File: src/rtl/axi4_lite_pkg.sv
// Shared AXI4-Lite definitions: response codes and the slave/master FSM state encodings.
package axi4_lite_pkg;

  localparam logic [1:0] RESP_OKAY   = 2'b00;
  localparam logic [1:0] RESP_SLVERR = 2'b10;

  typedef enum logic [1:0] {
    W_IDLE    = 2'd0,
    W_WAIT_W  = 2'd1,
    W_WAIT_AW = 2'd2,
    W_RESP    = 2'd3
  } wstate_e;

  typedef enum logic [0:0] {
    R_IDLE = 1'b0,
    R_DATA = 1'b1
  } rstate_e;

endpackage

File: src/rtl/axi4_lite_regfile.sv
// NUM_REGS x DATA_WIDTH storage with a byte-strobed synchronous write port and an
// asynchronous read port; reset clears every register and suppresses the write.
module axi4_lite_regfile #(
  parameter int DATA_WIDTH = 32,
  parameter int NUM_REGS   = 8,
  parameter int IDX_W      = $clog2(NUM_REGS)
) (
  input  logic                    clk,
  input  logic                    rst,
  input  logic                    we,
  input  logic [IDX_W-1:0]        widx,
  input  logic [DATA_WIDTH-1:0]   wdata,
  input  logic [DATA_WIDTH/8-1:0] wstrb,
  input  logic [IDX_W-1:0]        ridx,
  output logic [DATA_WIDTH-1:0]   rdata
);

  logic [DATA_WIDTH-1:0] mem_q [NUM_REGS];
  logic [DATA_WIDTH-1:0] mem_d [NUM_REGS];

  always_comb begin
    mem_d = mem_q;
    if (we) begin
      for (int b = 0; b < DATA_WIDTH / 8; b++) begin
        if (wstrb[b]) begin
          mem_d[widx][b*8 +: 8] = wdata[b*8 +: 8];
        end else begin
          mem_d[widx][b*8 +: 8] = mem_q[widx][b*8 +: 8];
        end
      end
    end else begin
      mem_d = mem_q;
    end
  end

  always_ff @(posedge clk) begin
    if (rst) begin
      for (int i = 0; i < NUM_REGS; i++) begin
        mem_q[i] <= {DATA_WIDTH{1'b0}};
      end
    end else begin
      mem_q <= mem_d;
    end
  end

  assign rdata = mem_q[ridx];

endmodule

File: src/rtl/axi4_lite_slave_regs.sv
// AXI4-Lite slave terminating reads and writes into a small register file, with
// independent read and write FSMs and registered responses.
module axi4_lite_slave_regs
  import axi4_lite_pkg::*;
#(
  parameter int ADDRESS_WIDTH = 32,
  parameter int DATA_WIDTH    = 32,
  parameter int NUM_REGS      = 8
) (
  input  logic                     ACLK,
  input  logic                     ARESET,
  input  logic [ADDRESS_WIDTH-1:0] S_AXI_AWADDR,
  input  logic                     S_AXI_AWVALID,
  output logic                     S_AXI_AWREADY,
  input  logic [DATA_WIDTH-1:0]    S_AXI_WDATA,
  input  logic [DATA_WIDTH/8-1:0]  S_AXI_WSTRB,
  input  logic                     S_AXI_WVALID,
  output logic                     S_AXI_WREADY,
  output logic [1:0]               S_AXI_BRESP,
  output logic                     S_AXI_BVALID,
  input  logic                     S_AXI_BREADY,
  input  logic [ADDRESS_WIDTH-1:0] S_AXI_ARADDR,
  input  logic                     S_AXI_ARVALID,
  output logic                     S_AXI_ARREADY,
  output logic [DATA_WIDTH-1:0]    S_AXI_RDATA,
  output logic [1:0]               S_AXI_RRESP,
  output logic                     S_AXI_RVALID,
  input  logic                     S_AXI_RREADY
);

  localparam int STRB_W   = DATA_WIDTH / 8;
  localparam int ADDR_LSB = $clog2(STRB_W);
  localparam int IDX_W    = $clog2(NUM_REGS);

  function automatic logic addr_ok(input logic [ADDRESS_WIDTH-1:0] a);
    return (a >> (ADDR_LSB + IDX_W)) == {ADDRESS_WIDTH{1'b0}};
  endfunction

  wstate_e wstate_q, wstate_d;
  rstate_e rstate_q, rstate_d;

  // live_q keeps every READY low through reset and for the reset edge itself.
  logic                     live_q, live_d;
  logic [ADDRESS_WIDTH-1:0] awaddr_q, awaddr_d;
  logic [DATA_WIDTH-1:0]    wdata_q, wdata_d;
  logic [STRB_W-1:0]        wstrb_q, wstrb_d;
  logic [1:0]               bresp_q, bresp_d;
  logic [DATA_WIDTH-1:0]    rdata_q, rdata_d;
  logic [1:0]               rresp_q, rresp_d;

  logic                     awready, wready, arready;
  logic                     aw_hs, w_hs, ar_hs;
  logic                     cm_go;
  logic [ADDRESS_WIDTH-1:0] cm_addr;
  logic [DATA_WIDTH-1:0]    cm_data;
  logic [STRB_W-1:0]        cm_strb;
  logic [DATA_WIDTH-1:0]    rf_rdata;

  assign awready = live_q && ((wstate_q == W_IDLE) || (wstate_q == W_WAIT_AW));
  assign wready  = live_q && ((wstate_q == W_IDLE) || (wstate_q == W_WAIT_W));
  assign arready = live_q && (rstate_q == R_IDLE);
  assign aw_hs   = S_AXI_AWVALID && awready;
  assign w_hs    = S_AXI_WVALID && wready;
  assign ar_hs   = S_AXI_ARVALID && arready;

  always_comb begin
    live_d   = 1'b1;
    wstate_d = wstate_q;
    cm_go    = 1'b0;
    if (aw_hs) begin
      awaddr_d = S_AXI_AWADDR;
    end else begin
      awaddr_d = awaddr_q;
    end
    if (w_hs) begin
      wdata_d = S_AXI_WDATA;
      wstrb_d = S_AXI_WSTRB;
    end else begin
      wdata_d = wdata_q;
      wstrb_d = wstrb_q;
    end
    // Commit operands come from whichever side handshakes now, else from the latch.
    cm_addr = awaddr_d;
    cm_data = wdata_d;
    cm_strb = wstrb_d;
    case (wstate_q)
      W_IDLE: begin
        if (aw_hs && w_hs) begin
          wstate_d = W_RESP;
          cm_go    = 1'b1;
        end else if (aw_hs) begin
          wstate_d = W_WAIT_W;
        end else if (w_hs) begin
          wstate_d = W_WAIT_AW;
        end else begin
          wstate_d = W_IDLE;
        end
      end
      W_WAIT_W: begin
        if (w_hs) begin
          wstate_d = W_RESP;
          cm_go    = 1'b1;
        end else begin
          wstate_d = W_WAIT_W;
        end
      end
      W_WAIT_AW: begin
        if (aw_hs) begin
          wstate_d = W_RESP;
          cm_go    = 1'b1;
        end else begin
          wstate_d = W_WAIT_AW;
        end
      end
      W_RESP: begin
        if (S_AXI_BREADY) begin
          wstate_d = W_IDLE;
        end else begin
          wstate_d = W_RESP;
        end
      end
      default: wstate_d = W_IDLE;
    endcase
    if (cm_go) begin
      bresp_d = addr_ok(cm_addr) ? RESP_OKAY : RESP_SLVERR;
    end else begin
      bresp_d = bresp_q;
    end
  end

  always_comb begin
    rstate_d = rstate_q;
    rdata_d  = rdata_q;
    rresp_d  = rresp_q;
    case (rstate_q)
      R_IDLE: begin
        if (ar_hs) begin
          rstate_d = R_DATA;
          rdata_d  = addr_ok(S_AXI_ARADDR) ? rf_rdata : {DATA_WIDTH{1'b0}};
          rresp_d  = addr_ok(S_AXI_ARADDR) ? RESP_OKAY : RESP_SLVERR;
        end else begin
          rstate_d = R_IDLE;
        end
      end
      R_DATA: begin
        if (S_AXI_RREADY) begin
          rstate_d = R_IDLE;
        end else begin
          rstate_d = R_DATA;
        end
      end
      default: rstate_d = R_IDLE;
    endcase
  end

  always_ff @(posedge ACLK) begin
    if (ARESET) begin
      live_q   <= 1'b0;
      wstate_q <= W_IDLE;
      rstate_q <= R_IDLE;
      awaddr_q <= {ADDRESS_WIDTH{1'b0}};
      wdata_q  <= {DATA_WIDTH{1'b0}};
      wstrb_q  <= {STRB_W{1'b0}};
      bresp_q  <= 2'b00;
      rdata_q  <= {DATA_WIDTH{1'b0}};
      rresp_q  <= 2'b00;
    end else begin
      live_q   <= live_d;
      wstate_q <= wstate_d;
      rstate_q <= rstate_d;
      awaddr_q <= awaddr_d;
      wdata_q  <= wdata_d;
      wstrb_q  <= wstrb_d;
      bresp_q  <= bresp_d;
      rdata_q  <= rdata_d;
      rresp_q  <= rresp_d;
    end
  end

  axi4_lite_regfile #(
    .DATA_WIDTH (DATA_WIDTH),
    .NUM_REGS   (NUM_REGS),
    .IDX_W      (IDX_W)
  ) u_regfile (
    .clk   (ACLK),
    .rst   (ARESET),
    .we    (cm_go && addr_ok(cm_addr)),
    .widx  (cm_addr[ADDR_LSB +: IDX_W]),
    .wdata (cm_data),
    .wstrb (cm_strb),
    .ridx  (S_AXI_ARADDR[ADDR_LSB +: IDX_W]),
    .rdata (rf_rdata)
  );

  assign S_AXI_AWREADY = awready;
  assign S_AXI_WREADY  = wready;
  assign S_AXI_ARREADY = arready;
  assign S_AXI_BVALID  = (wstate_q == W_RESP);
  assign S_AXI_BRESP   = bresp_q;
  assign S_AXI_RVALID  = (rstate_q == R_DATA);
  assign S_AXI_RDATA   = rdata_q;
  assign S_AXI_RRESP   = rresp_q;

endmodule

File: config.mk
export PLATFORM = sky130hd
export DESIGN_NAME = axi4_lite_slave_regs
export DESIGN_NICKNAME = d
export VERILOG_FILES = /design/src/rtl/axi4_lite_pkg.sv /design/src/rtl/axi4_lite_regfile.sv /design/src/rtl/axi4_lite_slave_regs.sv
export SDC_FILE = /design/constraint.sdc
export NUM_CORES = 1
export LEC_CHECK = 0
export ABC_AREA = 1
export ABC_CLOCK_PERIOD_IN_PS = 3400
export CAP_MARGIN = 20
export CORE_MARGIN = 5
export CORE_UTILIZATION = 58
export CTS_CLUSTER_SIZE = 30
export DETAILED_ROUTE_END_ITERATION = 10
export GPL_ROUTABILITY_DRIVEN = 0
export PLACE_DENSITY = 0.82
export SLEW_MARGIN = 20
export SYNTH_ARGS = -nofsm -noshare
export SYNTH_HDL_FRONTEND = slang
export SYNTH_SLANG_ARGS = --single-unit
File: constraint.sdc
create_clock -name ACLK -period 3.4 [get_ports ACLK]
set_input_delay 1.02 -clock ACLK [delete_from_list [all_inputs] [get_ports ACLK]]
set_output_delay 1.02 -clock ACLK [all_outputs]
set_load 0.05 [all_outputs]
==> results.json, run 1 <==
{
  "routed_wl_mm": 62.3,
  "drtPass1Iterations": 6,
  "synth_top_area_frac": 0.374,
  "yosys_warnings": 0,
  "nFillCells": 2757,
  "via_per_inst": 5.57,
  "rsz0062_at_grt": "no",
  "layout-drive-gt1-share": 0.0633,
  "syn-mean-instance-area_um2": 5.96,
  "slew_headroom": 0.520,
  "grtUsageTotal": 0.328,
  "clock_sinks": 360,
  "root_buffer": "clkbuf_16",
  "wl_per_cell_um": 16.5,
  "tightest_slew_ps": 720,
  "clk_pin_slew_ps": 60,
  "met2_usage": 0.538,
  "layout_setup_ws_ps": 104,
  "ys_top_cells_by_area": "dfxtp_1, nand2_1, nor2_1",
  "place_area_mm2": 0.0215,
  "clock_path_buffers": 3,
  "gr-usage-met3": 0.0492,
  "num_antenna_cells": 0,
  "hold_violations": 0,
  "area_delta_synth_final_pct": 18.5,
  "arrival_ps": 2280,
  "cts_resized": 0,
  "grt_pass1_wl_mm": 99.1,
  "die_y_um": 192,
  "postSynthCellCount": 3233,
  "vdd_ir_drop_max_mv": 0.448,
  "ff_latch_area_mm2": 0.00721,
  "final_area_mm2": 0.0228,
  "rows": 66,
  "rrSetupSlack_ps": 580,
  "hold_buffers": 0,
  "hold_path_class": "register to register",
  "dpl.hpwl_mm": 37.8,
  "busiest_layer": "met2",
  "power.leakage_nw": 11.3,
  "end_kind": "output pin",
  "overflow": 0,
  "synth_cell_type_count": 25,
  "path_class": "register to output pin",
  "synth_seq_cells": 360,
  "netlist_area_mm2": 0.0193,
  "startpoint_type": "register",
  "initial_utilization": 0.590,
  "nets": 3415,
  "cts_tree": "built",
  "clock_skew_ps": 14.2,
  "ctsHtreeMaxLevel": 2,
  "max_freq_mhz": 303,
  "outcome": "finished clean",
  "hold_path_end": "S_AXI_RDATA[5]$_SDFFE_PP0P_",
  "final_max_slew_viol_count": 0,
  "setup_violations": 0,
  "fin_crit_sh": 0.969,
  "critPathRequiredTime_ps": 2380,
  "maxCapViolations": 0,
  "via_count": 21000,
  "r2r-end": "u_regfile.mem_q[138]$_SDFFE_PP0P_",
  "port_buffers": 141,
  "fin_crit_ps": 3300,
  "clk_latency_ps": 540,
  "drc_errors": 0,
  "multi_input_area_mm2": 0.0100,
  "die_w_um": 192,
  "cellPowerDensity_mw_per_mm2": 445,
  "antenna_left": 0,
  "hold_depth": 2,
  "ios": 148,
  "grt_max_degree": 95,
  "netlist.top_cell.by_area": "dfxtp_1",
  "drtIter0Drc": 2295,
  "met1_usage": 0.416,
  "coreArea_mm2": 0.0327,
  "cp_max_fo": 9,
  "ys_seq_area_frac": 0.374,
  "grt_antenna_before_repair": 0,
  "min-delay-start": "S_AXI_RDATA[5]$_SDFFE_PP0P_",
  "timing.rr.start": "live_q$_DFF_P_",
  "postCtsSetupBuffers": 0,
  "reg2regPathDepth": 14,
  "grt_pass1_vias": 20100,
  "place_ws_ps": -129,
  "die_area_mm2": 0.0370,
  "cts_buffers": 40
}
-- placed cells by master, fill, tap and decap left out, types with 3 or more instances in the layout --
cell             netlist  layout
nor4_1                 6       6
o21ai_0              121     121
buf_4                 10      64
clkbuf_8               0      11
nand4_1               10      10
dfxtp_1              360     360
clkinv_2               0       6
nor2_4                 4       5
inv_2                  6       5
nor2_2                 2       5
clkbuf_16              0      41
clkbuf_1             140       6
o21ai_1                9       9
mux2i_1               34      34
buf_12                 0      32
or2_2                 25      25
a31oi_1               18      18
a21oi_1              239     239
nand3_1              210     209
inv_6                  0       3
nor2_1               604     600
inv_1                319     318
nand3_2                4       5
a22oi_1               13      13
clkdlybuf4s50_1        0     137
nand2_1             1044    1041
-- sequential cells by signal, summed over array words and instances (netlist names) --
signal and cells:
S_AXI_RVALID 1, live_q 1, S_AXI_RDATA 32, u_regfile.mem_q 256, S_AXI_RRESP 1, wstrb_q 4, S_AXI_BRESP 1, wstate_q 2
awaddr_q 30, wdata_q 32
-- area by class of cell --
cell class / count / area share
Inverter: 325 / 0.0537
Clock inverter: 11 / 0.00504
Sequential cell: 360 / 0.315
Timing Repair Buffer: 235 / 0.110
Tap cell: 442 / 0.0242
Multi-Input combinational cell: 2346 / 0.439
Clock buffer: 58 / 0.0525
-- kinds of logic after synthesis --
family                 count (synthesis)  synth area share
other                                  1          0.000194
DFF                                  360             0.374
muxes                                 34            0.0176
and+or+nand+nor                     1910             0.394
AOI/OAI and AO/OA                    400             0.107
buffers and inverters                528             0.108
-- synth_stat cells --
cell / count
a21oi_1: 239
a22oi_1: 13
a31oi_1: 18
buf_1: 9
buf_2: 43
buf_4: 10
buf_6: 1
clkbuf_1: 140
conb_1: 1
dfxtp_1: 360
inv_1: 319
inv_2: 6
mux2i_1: 34
nand2_1: 1044
nand3_1: 210
nand3_2: 4
nand4_1: 10
nor2_1: 604
nor2_2: 2
nor2_4: 4
nor3_1: 1
nor4_1: 6
o21ai_0: 121
o21ai_1: 9
or2_2: 25
-- worst max path at each step --
stage	slack [ps]	from	cells after the start	endpoint
after floorplan	680	live_q$_DFF_P_	13	u_regfile.mem_q[231]$_SDFFE_PP0P_
after global placement	-60	S_AXI_AWVALID	13	u_regfile.mem_q[132]$_SDFFE_PP0P_
after detailed placement	-130	S_AXI_AWVALID	13	u_regfile.mem_q[134]$_SDFFE_PP0P_
after CTS	100	live_q$_DFF_P_	3	S_AXI_WREADY
after global routing	10	live_q$_DFF_P_	3	S_AXI_WREADY
final	100	live_q$_DFF_P_	3	S_AXI_WREADY
-- per-stage QoR --
stage / cells / hold slack, ps / setup TNS [ps] / utilization / power, mW
2_1_floorplan: 3234 / 446 / 0 / - / 5.27
6_report: 3777 / 465 / 0 / 0.699 / 10.2
4_1_cts: 3777 / 469 / 0 / 0.699 / 10.2
3_5_place_dp: 3708 / 458 / -13470 / 0.658 / 5.86
3_3_place_gp: 3708 / 455 / -1780 / 0.658 / 5.84
5_1_grt: 3777 / 486 / 0 / 0.699 / 10.5
-- report_power, final --
group	switching, mW	leakage (nW)	total [mW]	internal [mW]
combinational	1.03	7.70	1.52	0.493
clock	1.76	0.652	4.35	2.59
sequential	0.0175	2.91	4.29	4.27
total	2.80	11.3	10.2	7.36
-- critical path, cell delays in order, from the launching register on --
cell and delay, ps:
dfxtp_1 510, inv_2 160, nor2_1 230, clkdlybuf4s50_1 850
-- metal layers --
layer | vias to the layer above | part of all wire
li1 | 10100 | -
met1 | 9446 | 0.38
met2 | 1211 | 0.45
met3 | 257 | 0.11
met4 | 0 | 0.061
met5 | - | 0
Power figures use the tool's default switching activity.
==> run 2, diff against run 1 <==
--- a/config.mk
+++ b/config.mk
@@ -14,7 +14,7 @@
 export DETAILED_ROUTE_END_ITERATION = 10
 export GPL_ROUTABILITY_DRIVEN = 0
 export PLACE_DENSITY = 0.82
-export SLEW_MARGIN = 20
+export SLEW_MARGIN = 10
 export SYNTH_ARGS = -nofsm -noshare
 export SYNTH_HDL_FRONTEND = slang
 export SYNTH_SLANG_ARGS = --single-unit
==> results of run 2 <==
No change in the layout: final DEF, timing and power equal those of run 1.
